`config.mk`:
```
export PLATFORM = sky130hd
export DESIGN_NAME = and4_sweep_ctrl
export DESIGN_NICKNAME = d
export VERILOG_FILES = /design/src/rtl/and4_sweep_ctrl.sv
export SDC_FILE = /design/constraint.sdc
export NUM_CORES = 1
export LEC_CHECK = 0
export CAP_MARGIN = 10
export CORE_MARGIN = 2
export CORE_UTILIZATION = 54
export DETAILED_ROUTE_END_ITERATION = 12
export HOLD_SLACK_MARGIN = 0.08
export PLACE_DENSITY = 0.89
export SLEW_MARGIN = 20
export SYNTH_ARGS = -nofsm -noshare
export SYNTH_HDL_FRONTEND = slang
export SYNTH_SLANG_ARGS = --single-unit
```
`constraint.sdc`:
```
create_clock -name clk -period 2.2 [get_ports clk]
set_input_delay 0.66 -clock clk [delete_from_list [all_inputs] [get_ports clk]]
set_output_delay 0.66 -clock clk [all_outputs]
set_load 0.005 [all_outputs]
```
`src/rtl/and4_sweep_ctrl.sv`:
```
// -----------------------------------------------------------------------------
// and4_sweep_ctrl
//
// Clocked exerciser for a four-input AND block (e=a&b, f=c&d, g=e&f).
// A start pulse walks vec through 0..15 in ascending order. Each vector is held
// for HOLD_CYCLES settle cycles. The block's e/f/g are then compared once
// against the ideal AND results. The sweep reports a saturating mismatch count,
// the most recent failing vector, and a pass flag.
//
// Parameters:
//   HOLD_CYCLES  settle cycles per vector before sampling (legal 1..255)
//   ERR_W        width of err_cnt; the count saturates at 2^ERR_W-1
//
// Ports:
//   clk       system clock, rising edge
//   rst       asynchronous, active-high reset
//   start     single-cycle sweep request, honoured only in IDLE
//   abort     cancels a running sweep; wins over start in IDLE
//   vec       stimulus to the AND block: vec[3]=a, vec[2]=b, vec[1]=c, vec[0]=d
//   e_in      AND block output e
//   f_in      AND block output f
//   g_in      AND block output g
//   busy      high while a sweep is running
//   done      one-cycle pulse when a sweep completes
//   pass      completed sweep had zero mismatches; held until the next start
//   err_cnt   mismatching vectors in the current/last sweep (saturating)
//   fail_vec  most recent mismatching vector
//
// Build option:
//   SWEEP_STOP_ON_ERR_EN  when defined, the first mismatching vector ends the
//                         sweep and vec stays frozen at that vector.
// -----------------------------------------------------------------------------
module and4_sweep_ctrl #(
  parameter int HOLD_CYCLES = 4,
  parameter int ERR_W       = 5
) (
  input  logic             clk,
  input  logic             rst,
  input  logic             start,
  input  logic             abort,
  output logic [3:0]       vec,
  input  logic             e_in,
  input  logic             f_in,
  input  logic             g_in,
  output logic             busy,
  output logic             done,
  output logic             pass,
  output logic [ERR_W-1:0] err_cnt,
  output logic [3:0]       fail_vec
);

  typedef enum logic [1:0] {
    IDLE   = 2'd0,
    SETTLE = 2'd1,
    CHECK  = 2'd2,
    DONE   = 2'd3
  } state_t;

  // HOLD_CYCLES never exceeds 255, so an 8-bit counter always covers it.
  localparam logic [7:0]       HOLD_LAST = 8'(HOLD_CYCLES - 1);
  localparam logic [ERR_W-1:0] ERR_MAX   = '1;

  state_t     state;
  logic [7:0] hold;

  logic             exp_e, exp_f, exp_g;
  logic             mismatch;
  logic             last_vec;
  logic             finish_sweep;
  logic [ERR_W-1:0] err_next;

  // Ideal AND results for the vector currently driven, and the per-vector
  // mismatch flag (one count per vector however many outputs disagree).
  always_comb begin
    exp_e    = vec[3] & vec[2];
    exp_f    = vec[1] & vec[0];
    exp_g    = &vec;
    mismatch = (e_in != exp_e) || (f_in != exp_f) || (g_in != exp_g);
    last_vec = (vec == 4'hF);
    err_next = (err_cnt == ERR_MAX) ? err_cnt : err_cnt + ERR_W'(1);
`ifdef SWEEP_STOP_ON_ERR_EN
    finish_sweep = last_vec || mismatch;
`else
    finish_sweep = last_vec;
`endif
  end

  // NOTE: all state lives in this one clocked block and uses non-blocking
  // assignments, so every output is a flop and update order never matters.
  always_ff @(posedge clk or posedge rst) begin
    if (rst) begin
      state    <= IDLE;
      vec      <= 4'h0;
      busy     <= 1'b0;
      done     <= 1'b0;
      pass     <= 1'b0;
      err_cnt  <= '0;
      fail_vec <= 4'h0;
      hold     <= 8'h00;
    end else begin
      done <= 1'b0;
      case (state)
        IDLE: begin
          if (!abort && start) begin
            vec      <= 4'h0;
            err_cnt  <= '0;
            fail_vec <= 4'h0;
            pass     <= 1'b0;
            hold     <= 8'h00;
            busy     <= 1'b1;
            state    <= SETTLE;
          end
        end

        SETTLE: begin
          if (abort) begin
            busy  <= 1'b0;
            pass  <= 1'b0;
            state <= IDLE;
          end else if (hold == HOLD_LAST) begin
            state <= CHECK;
          end else begin
            hold <= hold + 8'd1;
          end
        end

        CHECK: begin
          // An abort landing on the check cycle discards that vector's result.
          if (abort) begin
            busy  <= 1'b0;
            pass  <= 1'b0;
            state <= IDLE;
          end else begin
            if (mismatch) begin
              err_cnt  <= err_next;
              fail_vec <= vec;
            end
            if (finish_sweep) begin
              // err_cnt still holds the pre-check value here, so the final
              // vector's own result is folded in explicitly.
              pass  <= (err_cnt == '0) && !mismatch;
              done  <= 1'b1;
              busy  <= 1'b0;
              state <= DONE;
            end else begin
              vec   <= vec + 4'd1;
              hold  <= 8'h00;
              state <= SETTLE;
            end
          end
        end

        DONE: begin
          state <= IDLE;
        end

        default: begin
          state <= IDLE;
        end
      endcase
    end
  end

endmodule
```
==> out/metrics.cfg <==
[synth]
synth-seq-area-share_pct = 38.9
synth_cell_types = 48
synth_most_common_cell = nand2_1
synth_top_area_cell = dfrtp_1
synthArstFlopShare_pct = 100
yosys_warnings = 0
synth_enable_flop_cells = 0
synth_area_um2 = 1670
avgSynthCellArea_um2 = 9.24
syn-num-nets = 197
syn_inst = 181
yosys_register_bits = 26
synth_ff_type = dfrtp_1
synth_top_area_share_pct = 38.9
ys_top_cells_by_count = nand2_1 (27), dfrtp_1 (26), o21ai_0 (14)
synth_area_leaders = dfrtp_1 (39%), ha_1 (6.7%), nand2_1 (6.1%), o21ai_0 (4.2%), mux2i_1 (3.6%)

[floorplanning]
row_count = 20
initial_utilization_pct = 55.7
die_h_um = 59.6
ios = 23
die_x_um = 59.6
dieArea_um2 = 3560
core_um2 = 3000

[critical_path]
crit_required_ns = 2.42
cpPeakStageDelay_ns = 0.54
slowest_stage = clkdlybuf4s50_1
worst-endpoint-arrival_ns = 2.32
cp_max_fo = 8
worstSetupEndpointType = flop
worstSetupStartpointType = input pin
crit_path_start = abort
critPathKind = in -> reg
rr_worst_depth = 6
r2r-start = vec[0]$_DFFE_PP0P_
cp_common_cell = o21ai_0
worstPathCellList = clkdlybuf4s50_1, nand2b_1, a221o_1, buf_4, o21ai_0, o21ai_0

[place]
gp_congestion = 0.808
io_buffers = 22
pre_cts_slack_ns = -0.320
dp_hpwl_um = 2900

[global_route]
grt_pass1_wl_um = 6360
antenna_found_initial = 0
grt_max_degree = 27
grt_pass1_vias = 1478
gr-usage-all-layers_pct = 23.5
grt-ovfl-total = 0

[timing]
clock_skew_ns = 0.00162
finalCritPeriodShare_pct = 95.4
setup_viol = 0
hold_viol = 0
fin_crit_ns = 2.10
rsz0062_at_grt = false
tightest_slew_ns = 0.495
max_freq_mhz = 476
setup_slack_ns = 0.101
maxSlewHeadroom_pct = 66.7
report.final.slew_viol_count = 0

[min_path]
hp-class = reg -> reg
hold_depth = 1
min_from = hold[6]$_DFFE_PP0P_

[clocking]
clock-sinks = 26
clkTransAtPathRegs_ns = 0.13
cts_max_level = 1
clk_latency_ns = 0.33
cts_tree = done
numCtsBuffers = 3
cts_root_buf = clkbuf_4
clock_path_buffers = 2
cts_hold_buf = 0

[flow_run]
max-cap-violations = 0

[detailed_routing]
drt_iter0_drc = 43
vias = 1504
wl_per_cell_um = 15.4
wirelength_um = 3830
route.detailed.drc = 0
via_per_inst = 6.04
drtAntennaViolNets = 0
drt_pre_antenna_iters = 4

[cells_and_area]
antenna_cells = 0
utilization_pct = 68.0
nNetsFinal = 234
area_growth_pct = 22.2
drive_gt1_share_pct = 17.1

[pwr]
vdd_drop_max_mv = 0.481
p_leak_uw = 0.000888
powerDensity_nw_per_um2 = 865
total_power_uw = 1770

[status]
outcome = completed

-- critical path: cells and delay by family --
kind	cells	cell delay (ns)
simple gates	1	0.26
buf+inv	2	0.71
compound gates	3	0.68
-- cell families after synthesis --
family                   share of synthesized area, %
buffers and inverters                            6.81
flip-flops                                       38.9
AND/OR/NAND/NOR                                  20.0
XOR/XNOR                                        0.973
multiplexers                                     4.94
AO/OA/AOI/OAI                                    21.6
adder cells (fa/ha/maj)                          6.74
-- layer usage --
layer | vias up | wire, um | global-route usage, %
met1 | 746 | 1740 | 30.6
met3 | 9 | 90 | 2.62
met4 | 0 | 88 | 11.1
met5 | - | 0 | 0
met2 | 27 | 1910 | 38.9
li1 | 722 | - | -
-- layout make-up --
cell class / instances / area, um2
Inverter: 11 / 41.3
Sequential cell: 26 / 651
Timing Repair Buffer: 43 / 378
Fill cell: 244 / 960
Clock buffer: 3 / 22.5
Multi-Input combinational cell: 133 / 910
Tap cell: 33 / 41.3
-- power by group --
group | internal [uW] | switching, uW
Sequential | 548 | 78.3
Combinational | 460 | 473
Clock | 64.5 | 144
Total | 1070 | 695
-- flip-flops by register name (all words and copies together), names as in the netlist --
name / flops
hold: 8
fail_vec: 4
busy: 1
pass: 1
vec: 4
done: 1
err_cnt: 5
state: 2
-- metrics by stage --
step           instance area [um2]  hold WS (ns)  TNS [ns]  instances
3_5_place_dp                  2020         0.500     -4.14        246
4_1_cts                       2040         0.525         0        249
2_1_floorplan                 1670         0.474         0        181
6_report                      2040         0.519         0        249
3_3_place_gp                  2020         0.493     -2.68        246
5_1_grt                       2040         0.536         0        249
-- placed cells by master, fill, tap and decap left out, types with 5 or more instances in the layout --
cell type / synthesis / layout
inv_1: 11 / 11
ha_1: 9 / 9
o221ai_1: 5 / 5
nor2_1: 6 / 6
buf_4: 2 / 21
mux2i_1: 6 / 6
nand2_1: 27 / 27
clkdlybuf4s50_1: 0 / 22
o21ai_0: 14 / 14
a21oi_1: 6 / 6
dfrtp_1: 26 / 26
nand3_1: 9 / 9
-- path summary, 6_finish.rpt --
kind                                            end  slack, ns
worst max-delay path            hold[2]$_DFFE_PP0P_       0.10
worst min-delay path            hold[6]$_DFFE_PP0P_       0.52
worst max register to register     pass$_DFFE_PP0P_       0.20
worst min register to register  hold[6]$_DFFE_PP0P_       0.52
max in group asynchronous       hold[7]$_DFFE_PP0P_       1.29
min in group asynchronous          pass$_DFFE_PP0P_       0.67
-- repair_timing --
item | 4_1_cts | 5_1_grt
resized for setup | 0 | 1
setup endpoints to repair | 0 | 4
buffers inserted | 0 | 0
Power figures use the tool's default switching activity.
==> RTL change: new RTL, same flow settings <==
Make the reset (`rst`) synchronous in one clocked block. Comments in the files are not updated.
--- a/src/rtl/and4_sweep_ctrl.sv
+++ b/src/rtl/and4_sweep_ctrl.sv
@@ -89,3 +89,3 @@
   // assignments, so every output is a flop and update order never matters.
-  always_ff @(posedge clk or posedge rst) begin
+  always_ff @(posedge clk) begin
     if (rst) begin
Function: differs if rst is asserted again (counterexample within 4 cycles, from zero or initial values and one cycle with rst high); with rst held inactive, the same outputs for 10 cycles.
==> RTL change against the original RTL <==
Worst setup slack got worse by 0.032 ns; synthesized area increased by 1.6%; design area increased by 2.2%; sequential cell count unchanged; core utilization increased by 0.93 points; register-to-register slack got worse by 0.04 ns; routed wire length increased by 11%; critical endpoint is now vec[2].
Power is not compared: it rests on default switching activity, and its combinational part moved more than twofold at a synthesized area within 25%.
==> RTL change: results <==
set metrics [dict create \
    outcome "complete, no violations" \
    io_buffers 22 \
    synthDistinctLibCells 51 \
    p_int_uw 679 \
    num-nets-final 254 \
    postLayoutSetupSlackWorst_ns 0.0693 \
    seq_area_frac_synth 0.306 \
    clk_latency_ns 0.33 \
    worst_pin_slew_ns 0.571 \
    drv_cap 0 \
    cp-endpoint "vec[2]" \
    diodes 0 \
    hold_path_end "busy$_SDFFE_PP0P_" \
    reg2reg_to "hold[7]$_SDFFE_PP0P_" \
    r2r_start "hold[0]$_SDFFE_PP0P_" \
    setup_viol 0 \
    path_max_fanout 10 \
    critPathMaxStageDelay_ns 0.57 \
    hpwl_um 3170 \
    crit_start "vec[2]$_SDFFE_PP0P_" \
    syn-num-nets 215 \
    dp_slack_ns -0.195 \
    grt_pass1_wl_um 6850 \
    worstHoldPathCells 2 \
    gp_congestion 0.866 \
    drt_iter0_markers 130 \
    largest_reg_flops 8 \
    postCtsSetupRepairBufs 0 \
    clkTransAtPathRegs_ns 0.14 \
    track_usage 0.245 \
    crit_family "flip-flops" \
    async_reset_ff_frac 0 \
    hold_start "busy$_SDFFE_PP0P_" \
    grt_start_max_net_pins 16 \
    synth_common_cells "dfxtp_1, nand3_1, a21oi_1" \
    root_buffer "clkbuf_4" \
    reg2reg_slack_ns 0.16 \
    drive_gt1_frac 0.157 \
    critPathSlowestCell "dfxtp_1" \
    final.fill_count 236 \
    critPathArrivalTime_ns 1.47 \
    ir_drop_v 0.000265 \
    yosys-top-cells-area "dfxtp_1, ha_1, nand3_1" \
    hold_class "reg -> reg" \
    wl_um 4250 \
    fin_skew_ns 0.00135 \
    vias_per_cell 6.15 \
    worst_r2r_path_depth 6 \
    grt_pass1_vias 1555 \
]
## RTL change: changes by cell type in the layout (fill, tap and decap cells not counted), sizes merged, moves of 7 or more
cell / unedited run / this run
a21oi: 7 / 14
nand2: 27 / 9
dfxtp: 0 / 26
dfrtp: 26 / 0
o21ai: 15 / 8
nand3: 9 / 18
## RTL change: power groups by stage
stage / combinational [µW] / clock [µW] / sequential [µW]
global placement: 284 / 0 / 503
CTS: 290 / 214 / 493
finish: 294 / 215 / 493
detailed placement: 288 / 0 / 503
floorplan: 184 / 0 / 503
global route: 319 / 234 / 495
## RTL change: cell families after synthesis
family | after synthesis | synth area share
adder cells (fa/ha/maj) | 9 | 0.0663
multiplexers | 7 | 0.0420
flip-flops | 26 | 0.306
buffers and inverters | 24 | 0.0744
AND/OR/NAND/NOR | 73 | 0.251
AO/OA/AOI/OAI | 59 | 0.255
XOR/XNOR | 1 | 0.00516
## RTL change: final cells by class
cell class	count	area share
well taps	44	0.0264
multi-input cells	149	0.504
repair buffers	44	0.185
flip-flops and latches	26	0.249
clock buffers	3	0.0108
inverters	14	0.0252
## RTL change: through the flow
stage | instance area [µm²] | hold slack [ns] | utilization | std cells
floorplan | 1700 | 0.444 | - | 199
finish | 2090 | 0.465 | 0.690 | 280
detailed placement | 2070 | 0.450 | 0.682 | 277
global placement | 2070 | 0.444 | 0.682 | 277
CTS | 2090 | 0.471 | 0.690 | 280
global route | 2090 | 0.487 | 0.690 | 280
## RTL change: metal layers
layer | GRT usage | vias up | part of all wire | wire length [µm]
li1 | - | 840 | - | -
met1 | 0.319 | 823 | 0.46 | 1940
met2 | 0.408 | 51 | 0.48 | 2030
met3 | 0.0433 | 8 | 0.053 | 224
met4 | 0.0794 | 0 | 0.012 | 51
met5 | 0 | - | 0 | 0
